===== src/rtl/io_mmio_bridge.sv =====
// CPU memory-mapped bridge to a UART: TX FIFO with backpressure, RX read port, stop/halt control.
// Optional cycle counter with coherent 32-bit snapshot, compiled only when IO_CYCLE_COUNTER_EN is defined.
module io_mmio_bridge #(
  parameter int TX_DEPTH    = 16,
  parameter int FULL_MARGIN = 2
) (
  input  logic        clk,
  input  logic        rst,
  input  logic        en,
  input  logic [31:0] mem_a,
  input  logic        mem_wr,
  input  logic [7:0]  mem_dout,
  output logic [7:0]  io_din,
  output logic        io_buffer_full,
  input  logic [7:0]  rx_data,
  input  logic        rx_valid,
  output logic        rx_pop,
  output logic [7:0]  tx_data,
  output logic        tx_valid,
  input  logic        tx_ready,
  output logic        program_stop,
  output logic        tx_overflow
);

  localparam int AW = $clog2(TX_DEPTH);
  localparam logic [AW:0]   DEPTH_C    = (AW+1)'(TX_DEPTH);
  localparam logic [AW:0]   FULL_LVL_C = (AW+1)'(TX_DEPTH - FULL_MARGIN);
  localparam logic [AW:0]   CNT_ZERO_C = {(AW+1){1'b0}};
  localparam logic [AW:0]   CNT_ONE_C  = {{AW{1'b0}}, 1'b1};
  localparam logic [AW-1:0] PTR_ZERO_C = {AW{1'b0}};
  localparam logic [AW-1:0] PTR_ONE_C  = {{(AW-1){1'b0}}, 1'b1};

  typedef enum logic [1:0] {
    ST_RUN       = 2'd0,
    ST_STOP_PEND = 2'd1,
    ST_HALT      = 2'd2
  } state_t;

  logic [7:0]    fifo_mem_r [TX_DEPTH];
  logic [AW-1:0] wr_ptr_r;
  logic [AW-1:0] rd_ptr_r;
  logic [AW:0]   count_r;
  logic [AW:0]   count_next_s;
  logic          tx_valid_r;
  logic          tx_overflow_r;
  logic [7:0]    io_din_r;
  logic          rx_pop_r;
  logic          program_stop_r;
  state_t        state_r;

  logic       io_sel_s;
  logic       tx_wr_s;
  logic       stop_wr_s;
  logic       rx_rd_s;
  logic       cnt_rd_s;
  logic       pop_s;
  logic       push_req_s;
  logic       push_s;
  logic       drop_s;
  logic [7:0] cnt_byte_s;
  logic       unused_s;

  // Address decode and FIFO push/pop arbitration; a pop frees a slot for a same-cycle push.
  always_comb begin
    io_sel_s   = en && (mem_a[17:16] == 2'b11);
    tx_wr_s    = io_sel_s && mem_wr && (mem_a[15:0] == 16'h0000);
    stop_wr_s  = io_sel_s && mem_wr && (mem_a[15:0] == 16'h0004);
    rx_rd_s    = io_sel_s && !mem_wr && (mem_a[15:0] == 16'h0000);
    cnt_rd_s   = io_sel_s && !mem_wr && (mem_a[15:2] == 14'h0001);
    pop_s      = tx_valid_r && tx_ready;
    push_req_s = tx_wr_s && (mem_dout != 8'h00) && (state_r == ST_RUN);
    push_s     = 1'b0;
    drop_s     = 1'b0;
    if (push_req_s && ((count_r != DEPTH_C) || pop_s)) begin
      push_s = 1'b1;
    end else if (push_req_s) begin
      drop_s = 1'b1;
    end else begin
      push_s = 1'b0;
    end
    case ({push_s, pop_s})
      2'b10:   count_next_s = count_r + CNT_ONE_C;
      2'b01:   count_next_s = count_r - CNT_ONE_C;
      default: count_next_s = count_r;
    endcase
  end

  // FIFO storage; contents are don't-care until written, so no reset.
  always_ff @(posedge clk) begin
    if (push_s) begin
      fifo_mem_r[wr_ptr_r] <= mem_dout;
    end
  end

  // FIFO pointers, occupancy, valid flag and sticky overflow.
  always_ff @(posedge clk) begin
    if (rst) begin
      wr_ptr_r      <= PTR_ZERO_C;
      rd_ptr_r      <= PTR_ZERO_C;
      count_r       <= CNT_ZERO_C;
      tx_valid_r    <= 1'b0;
      tx_overflow_r <= 1'b0;
    end else begin
      if (push_s) begin
        wr_ptr_r <= wr_ptr_r + PTR_ONE_C;
      end
      if (pop_s) begin
        rd_ptr_r <= rd_ptr_r + PTR_ONE_C;
      end
      count_r    <= count_next_s;
      tx_valid_r <= (count_next_s != CNT_ZERO_C);
      if (drop_s) begin
        tx_overflow_r <= 1'b1;
      end
    end
  end

`ifdef IO_CYCLE_COUNTER_EN
  logic [31:0] cycle_cnt_r;
  logic [31:0] snapshot_r;
  logic [31:0] snap_view_s;

  // Byte 0 reads the live counter because the snapshot is captured on that same cycle.
  always_comb begin
    snap_view_s = (mem_a[1:0] == 2'b00) ? cycle_cnt_r : snapshot_r;
    case (mem_a[1:0])
      2'b00:   cnt_byte_s = snap_view_s[7:0];
      2'b01:   cnt_byte_s = snap_view_s[15:8];
      2'b10:   cnt_byte_s = snap_view_s[23:16];
      2'b11:   cnt_byte_s = snap_view_s[31:24];
      default: cnt_byte_s = 8'h00;
    endcase
  end

  // Free-running enabled-cycle counter and its snapshot.
  always_ff @(posedge clk) begin
    if (rst) begin
      cycle_cnt_r <= 32'h0000_0000;
      snapshot_r  <= 32'h0000_0000;
    end else begin
      if (en) begin
        cycle_cnt_r <= cycle_cnt_r + 32'h0000_0001;
      end
      if (cnt_rd_s && (mem_a[1:0] == 2'b00)) begin
        snapshot_r <= cycle_cnt_r;
      end
    end
  end
`else
  assign cnt_byte_s = 8'h00;
`endif

  // Read data register and rx consume pulse; io_din holds when no read is decoded.
  always_ff @(posedge clk) begin
    if (rst) begin
      io_din_r <= 8'h00;
      rx_pop_r <= 1'b0;
    end else begin
      rx_pop_r <= rx_rd_s && rx_valid;
      if (rx_rd_s) begin
        io_din_r <= rx_valid ? rx_data : 8'h00;
      end else if (cnt_rd_s) begin
        io_din_r <= cnt_byte_s;
      end else begin
        io_din_r <= io_din_r;
      end
    end
  end

  // Stop control: after a stop write the FIFO drains, then the bridge halts until reset.
  always_ff @(posedge clk) begin
    if (rst) begin
      state_r        <= ST_RUN;
      program_stop_r <= 1'b0;
    end else begin
      case (state_r)
        ST_RUN: begin
          if (stop_wr_s && (count_r == CNT_ZERO_C)) begin
            state_r        <= ST_HALT;
            program_stop_r <= 1'b1;
          end else if (stop_wr_s) begin
            state_r <= ST_STOP_PEND;
          end else begin
            state_r <= ST_RUN;
          end
        end
        ST_STOP_PEND: begin
          if (count_r == CNT_ZERO_C) begin
            state_r        <= ST_HALT;
            program_stop_r <= 1'b1;
          end else begin
            state_r <= ST_STOP_PEND;
          end
        end
        ST_HALT: begin
          state_r        <= ST_HALT;
          program_stop_r <= 1'b1;
        end
        default: begin
          state_r        <= ST_RUN;
          program_stop_r <= 1'b0;
        end
      endcase
    end
  end

  assign unused_s       = ^{mem_a[31:18], mem_a[1:0]};
  assign tx_data        = fifo_mem_r[rd_ptr_r];
  assign tx_valid       = tx_valid_r;
  assign tx_overflow    = tx_overflow_r;
  assign io_buffer_full = (count_r >= FULL_LVL_C);
  assign io_din         = io_din_r;
  assign rx_pop         = rx_pop_r;
  assign program_stop   = program_stop_r;

endmodule


===== config.mk =====
export PLATFORM = sky130hd
export DESIGN_NAME = io_mmio_bridge
export DESIGN_NICKNAME = d
export VERILOG_FILES = /design/src/rtl/io_mmio_bridge.sv
export SDC_FILE = /design/constraint.sdc
export NUM_CORES = 1
export LEC_CHECK = 0
export CORE_MARGIN = 2
export CORE_UTILIZATION = 40
export DETAILED_ROUTE_END_ITERATION = 8
export SETUP_SLACK_MARGIN = 0.15
export SLEW_MARGIN = 20
export SYNTH_ARGS = -nofsm -noshare
export SYNTH_HDL_FRONTEND = slang
export SYNTH_SLANG_ARGS = --single-unit

===== constraint.sdc =====
create_clock -name clk -period 9.36 [get_ports clk]
set_clock_uncertainty 0.2 [all_clocks]
set_input_delay 0.936 -clock clk [delete_from_list [all_inputs] [get_ports clk]]
set_output_delay 0.936 -clock clk [all_outputs]
set_load 0.005 [all_outputs]

==> results.txt <==
----------------------------------------------------
[Routing]
  Average routed wire per standard cell ... 20.29 um
  Metal1 wirelength ... 5603 um
  First DRT Iteration DRCs ... about 290
  Met3 wire length ... 750 um
  Top Layer Used ... met4
  Post-route DRC ... 0
  Met2 routed wirelength ... 6452 um
  Total routed wirelength ... 12,880 um
  First-pass iteration count of the detailed router ... 4
  Count of antenna-violating nets left after detailed routing ... 0
  Post-DR vias/cell ... 5.194
  Via total after detailed routing ... 3,298

[Worst setup path]
  Max Fanout on Critical Path ... 17
  Crit start category ... primary input
  Crit path kind ... in2reg
  Worst path most repeated cell ... sky130_fd_sc_hd__a21oi_1
  Required time at the worst-slack endpoint ... 9.41 ns
  Worst setup endpoint ... tx_valid
  R2R depth ... 10
  Worst r2r src ... state_r[1]
  Worst Path Arrival ... 4.67 ns
  Capture point of the worst reg-to-reg path ... tx_valid
  Crit path largest cell delay ... 0.85 ns
  Critical Path Source ... mem_dout[5]
  List of cells traversed by the critical path ... clkdlybuf4s50_1 -> nor4_1 -> a2111oi_4 -> a21oi_1 -> ha_1 -> a21o_1 -> a21oi_1 -> nor2_1 -> mux2_4 -> mux2i_1 -> a41oi_1
  Slowest CP cell ... sky130_fd_sc_hd__nor4_1
  Element type at the critical path end ... flop
  Worst-case register-to-register setup slack ... 5.85 ns

[Hold path]
  Worst hold path type ... reg2reg

[Synth]
  Number of synthesis warnings ... 0
  Netlist cell types ... 39
  Mapped Avg Cell Area ... 18.28 sq um
  Cell count after synthesis ... between 300 and 400
  Synth Register Bits ... 159
  Netlist area before placement ... 6324 sq um
  Seq/Total Area, Yosys ... ~71%
  Total nets after synthesis ... 409

[STA]
  Max Freq ... 216.4 MHz
  RSZ-0062 raised after global routing ... false
  Min Tclk post-route ... 4.620 ns
  Worst max-slew margin expressed relative to the limit ... 23.50%
  Number of endpoints with negative hold slack in the final report ... 0
  Total negative setup slack ... 0 ns
  Share of the cycle needed by the critical path after routing ... 49.36%
  Final max-slew violation count ... 0
  Transition time at the pin with the least slew margin ... around 1.1 ns
  Setup violation total in the final timing report ... 0

[Clocking]
  Setup Fix Bufs, Post-CTS ... 0
  Max Buffers Root-to-Sink ... 2
  Number of clock buffers inserted by TritonCTS ... 17
  Worst-Skew Late Latency ... around 0.4 ns
  CTS tree ... done
  H-tree levels ... 4
  Hold Buf Count CTS ... 0
  # resized after CTS ... 0
  Clock net sink count ... 159
  Clock slew seen by the registers of the worst setup and hold paths ... 0.06 ns
  Clk Tree Root Cell ... sky130_fd_sc_hd__clkbuf_16

[Placement]
  Area after DPL ... 7156 sq um
  Routability congestion estimate from global placement ... ~0.71
  Instance count after placement with tap cells included ... 603
  IO Port Bufs ... 60
  Dpl hpwl ... approximately 8100 um

[Power and ir drop]
  Leakage ... about 2.5 nW
  Power Density ... 201.2 nW/um^2
  Worst supply voltage drop on vdd ... 0.1211 mV
  Power consumption ... 1.551 mW

[Floorplanning]
  Vertical extent of the die ... 129.7 um
  Core outline area ... 15,310 sq um
  X dimension of the die ... 129.7 um
  Site Rows ... 45
  Ports ... 75
  Area of the die ... 16,830 sq um
  Starting density of the core ... 41.29%

[Finish]
  Most common cell after layout, fill and taps aside ... sky130_fd_sc_hd__edfxtp_1
  Commonest cells after routing, fill and taps aside ... sky130_fd_sc_hd__edfxtp_1, sky130_fd_sc_hd__clkdlybuf4s50_1, sky130_fd_sc_hd__mux4_2
  Growth of design area from synthesis to finish ... 21.90%
  Number of filler instances in the final layout ... around 1,300
  Diode count ... 0
  Non-filler instance count after layout ... 635
  Ratio of cells with drive above 1 in the final layout ... between 10% and 20%
  Finished layout cell area ... 7709 sq um
  Layout Nets ... between 400 and 500

[GRT]
  Overall Global Routing Usage ... 16.37%
  Largest net degree at the start of global routing ... 33
  Total global routing overflow ... 0
  Number of global-route vias before repair ... 3,525
  Global-route wire length before repair ... 19,920 um
  Number of antenna violations at the first check in global routing ... 0

[Job]
  Max-capacitance violation count ... 0

[Run status]
  Run status ... finished, final reports clean

----------------------------------------------------
stage by stage:
step	util, %	worst slack (ns)	hold slack, ns
detailed placement	46.72	4.293	0.2670
floorplan	-	5.541	0.2650
CTS	50.33	4.720	0.2812
global placement	46.72	4.293	0.2630
finish	50.33	4.740	0.2788
global route	50.33	4.436	0.3072
worst min path at each step:
stage | start | endpoint | slack (ns) | cells after the start
after CTS | tx_overflow | tx_overflow | 0.28 | 2
after global placement | io_din[4] | io_din[4] | 0.26 | 1
after detailed placement | tx_overflow | tx_overflow | 0.27 | 2
after floorplan | tx_overflow | tx_overflow | 0.27 | 2
final | io_din[1] | io_din[1] | 0.28 | 1
after global routing | io_din[0] | io_din[0] | 0.31 | 1
report_power, final:
group	switching [mW]	internal [mW]	total [mW]
combinational	0.0619	0.0758	0.138
clock	0.257	0.382	0.639
sequential	0.00587	0.768	0.774
per-layer routing:
layer / GRT usage, % / vias to the layer above
li1: - / 1513
met1: 21.64 / 1678
met2: 27.29 / 101
met3: 4.018 / 6
met4: 4.491 / 0
met5: 0 / -
cell usage after synthesis, drive strengths merged:
master	instances	area share [%]
xor2	5	0.69
nor4	6	0.59
nor2	35	2.1
nand2b	2	0.20
dfxtp	31	9.8
mux2i	6	0.95
nand2	13	0.89
nor3	7	0.55
or4b	1	0.22
ha	8	1.6
a21o	3	0.36
a41oi	1	0.14
a2111oi	1	0.44
and4b	1	0.16
nand4b	1	0.14
o21a	1	0.12
and2	3	0.30
nor2b	1	0.099
buf	8	0.61
mux2	1	0.24
or4	3	0.36
mux4	40	14
clkbuf	8	0.47
inv	2	0.12
a31oi	1	0.099
fa	1	0.32
o31a	1	0.14
a31o	1	0.14
xnor2	5	0.69
a21oi	6	0.47
o21bai	1	0.18
a22o	8	1.1
nand4	2	0.20
a22oi	3	0.36
o211a	1	0.16
edfxtp	128	61
registers in the layout, indices dropped and copies added (netlist names), named ones only:
name,flops
rd_ptr_r,4
wr_ptr_r,4
count_r,5
tx_valid,1
state_r,2
program_stop,1
rx_pop,1
fifo_mem_r,128
tx_overflow,1
io_din,8
cells by family (layout without fill, tap and decap cells):
| kind of cell | count (synthesis) | in the layout | share of synthesized area (%) |
|---|---|---|---|
| buf+inv | 18 | 96 | 1.207 |
| compound gates | 28 | 28 | 3.700 |
| xor+xnor | 10 | 10 | 1.385 |
| mux | 47 | 47 | 15.43 |
| flops | 159 | 159 | 70.60 |
| fa+ha+maj | 9 | 9 | 1.900 |
| simple gates | 75 | 75 | 5.778 |
critical path: cells and delay by family:
kind                       cells  cell delay (ns)
AOI/OAI and AO/OA              5             1.24
adders and majority gates      1             0.36
and+or+nand+nor                2             0.92
buffers and inverters          1             0.74
muxes                          2             0.46
layout make-up:
| cell class | count | area [sq um] | area share (%) |
|---|---|---|---|
| clock inverters | 6 | 31.28 | 0.4058 |
| repair buffers | 62 | 615.6 | 7.986 |
| flip-flops and latches | 159 | 4466 | 57.93 |
| inverters | 2 | 7.507 | 0.09739 |
| well taps | 211 | 264.0 | 3.425 |
| clock buffers | 26 | 521.8 | 6.768 |
| multi-input cells | 169 | 1803 | 23.39 |
Note: power is estimated with default switching activity, not from simulation.
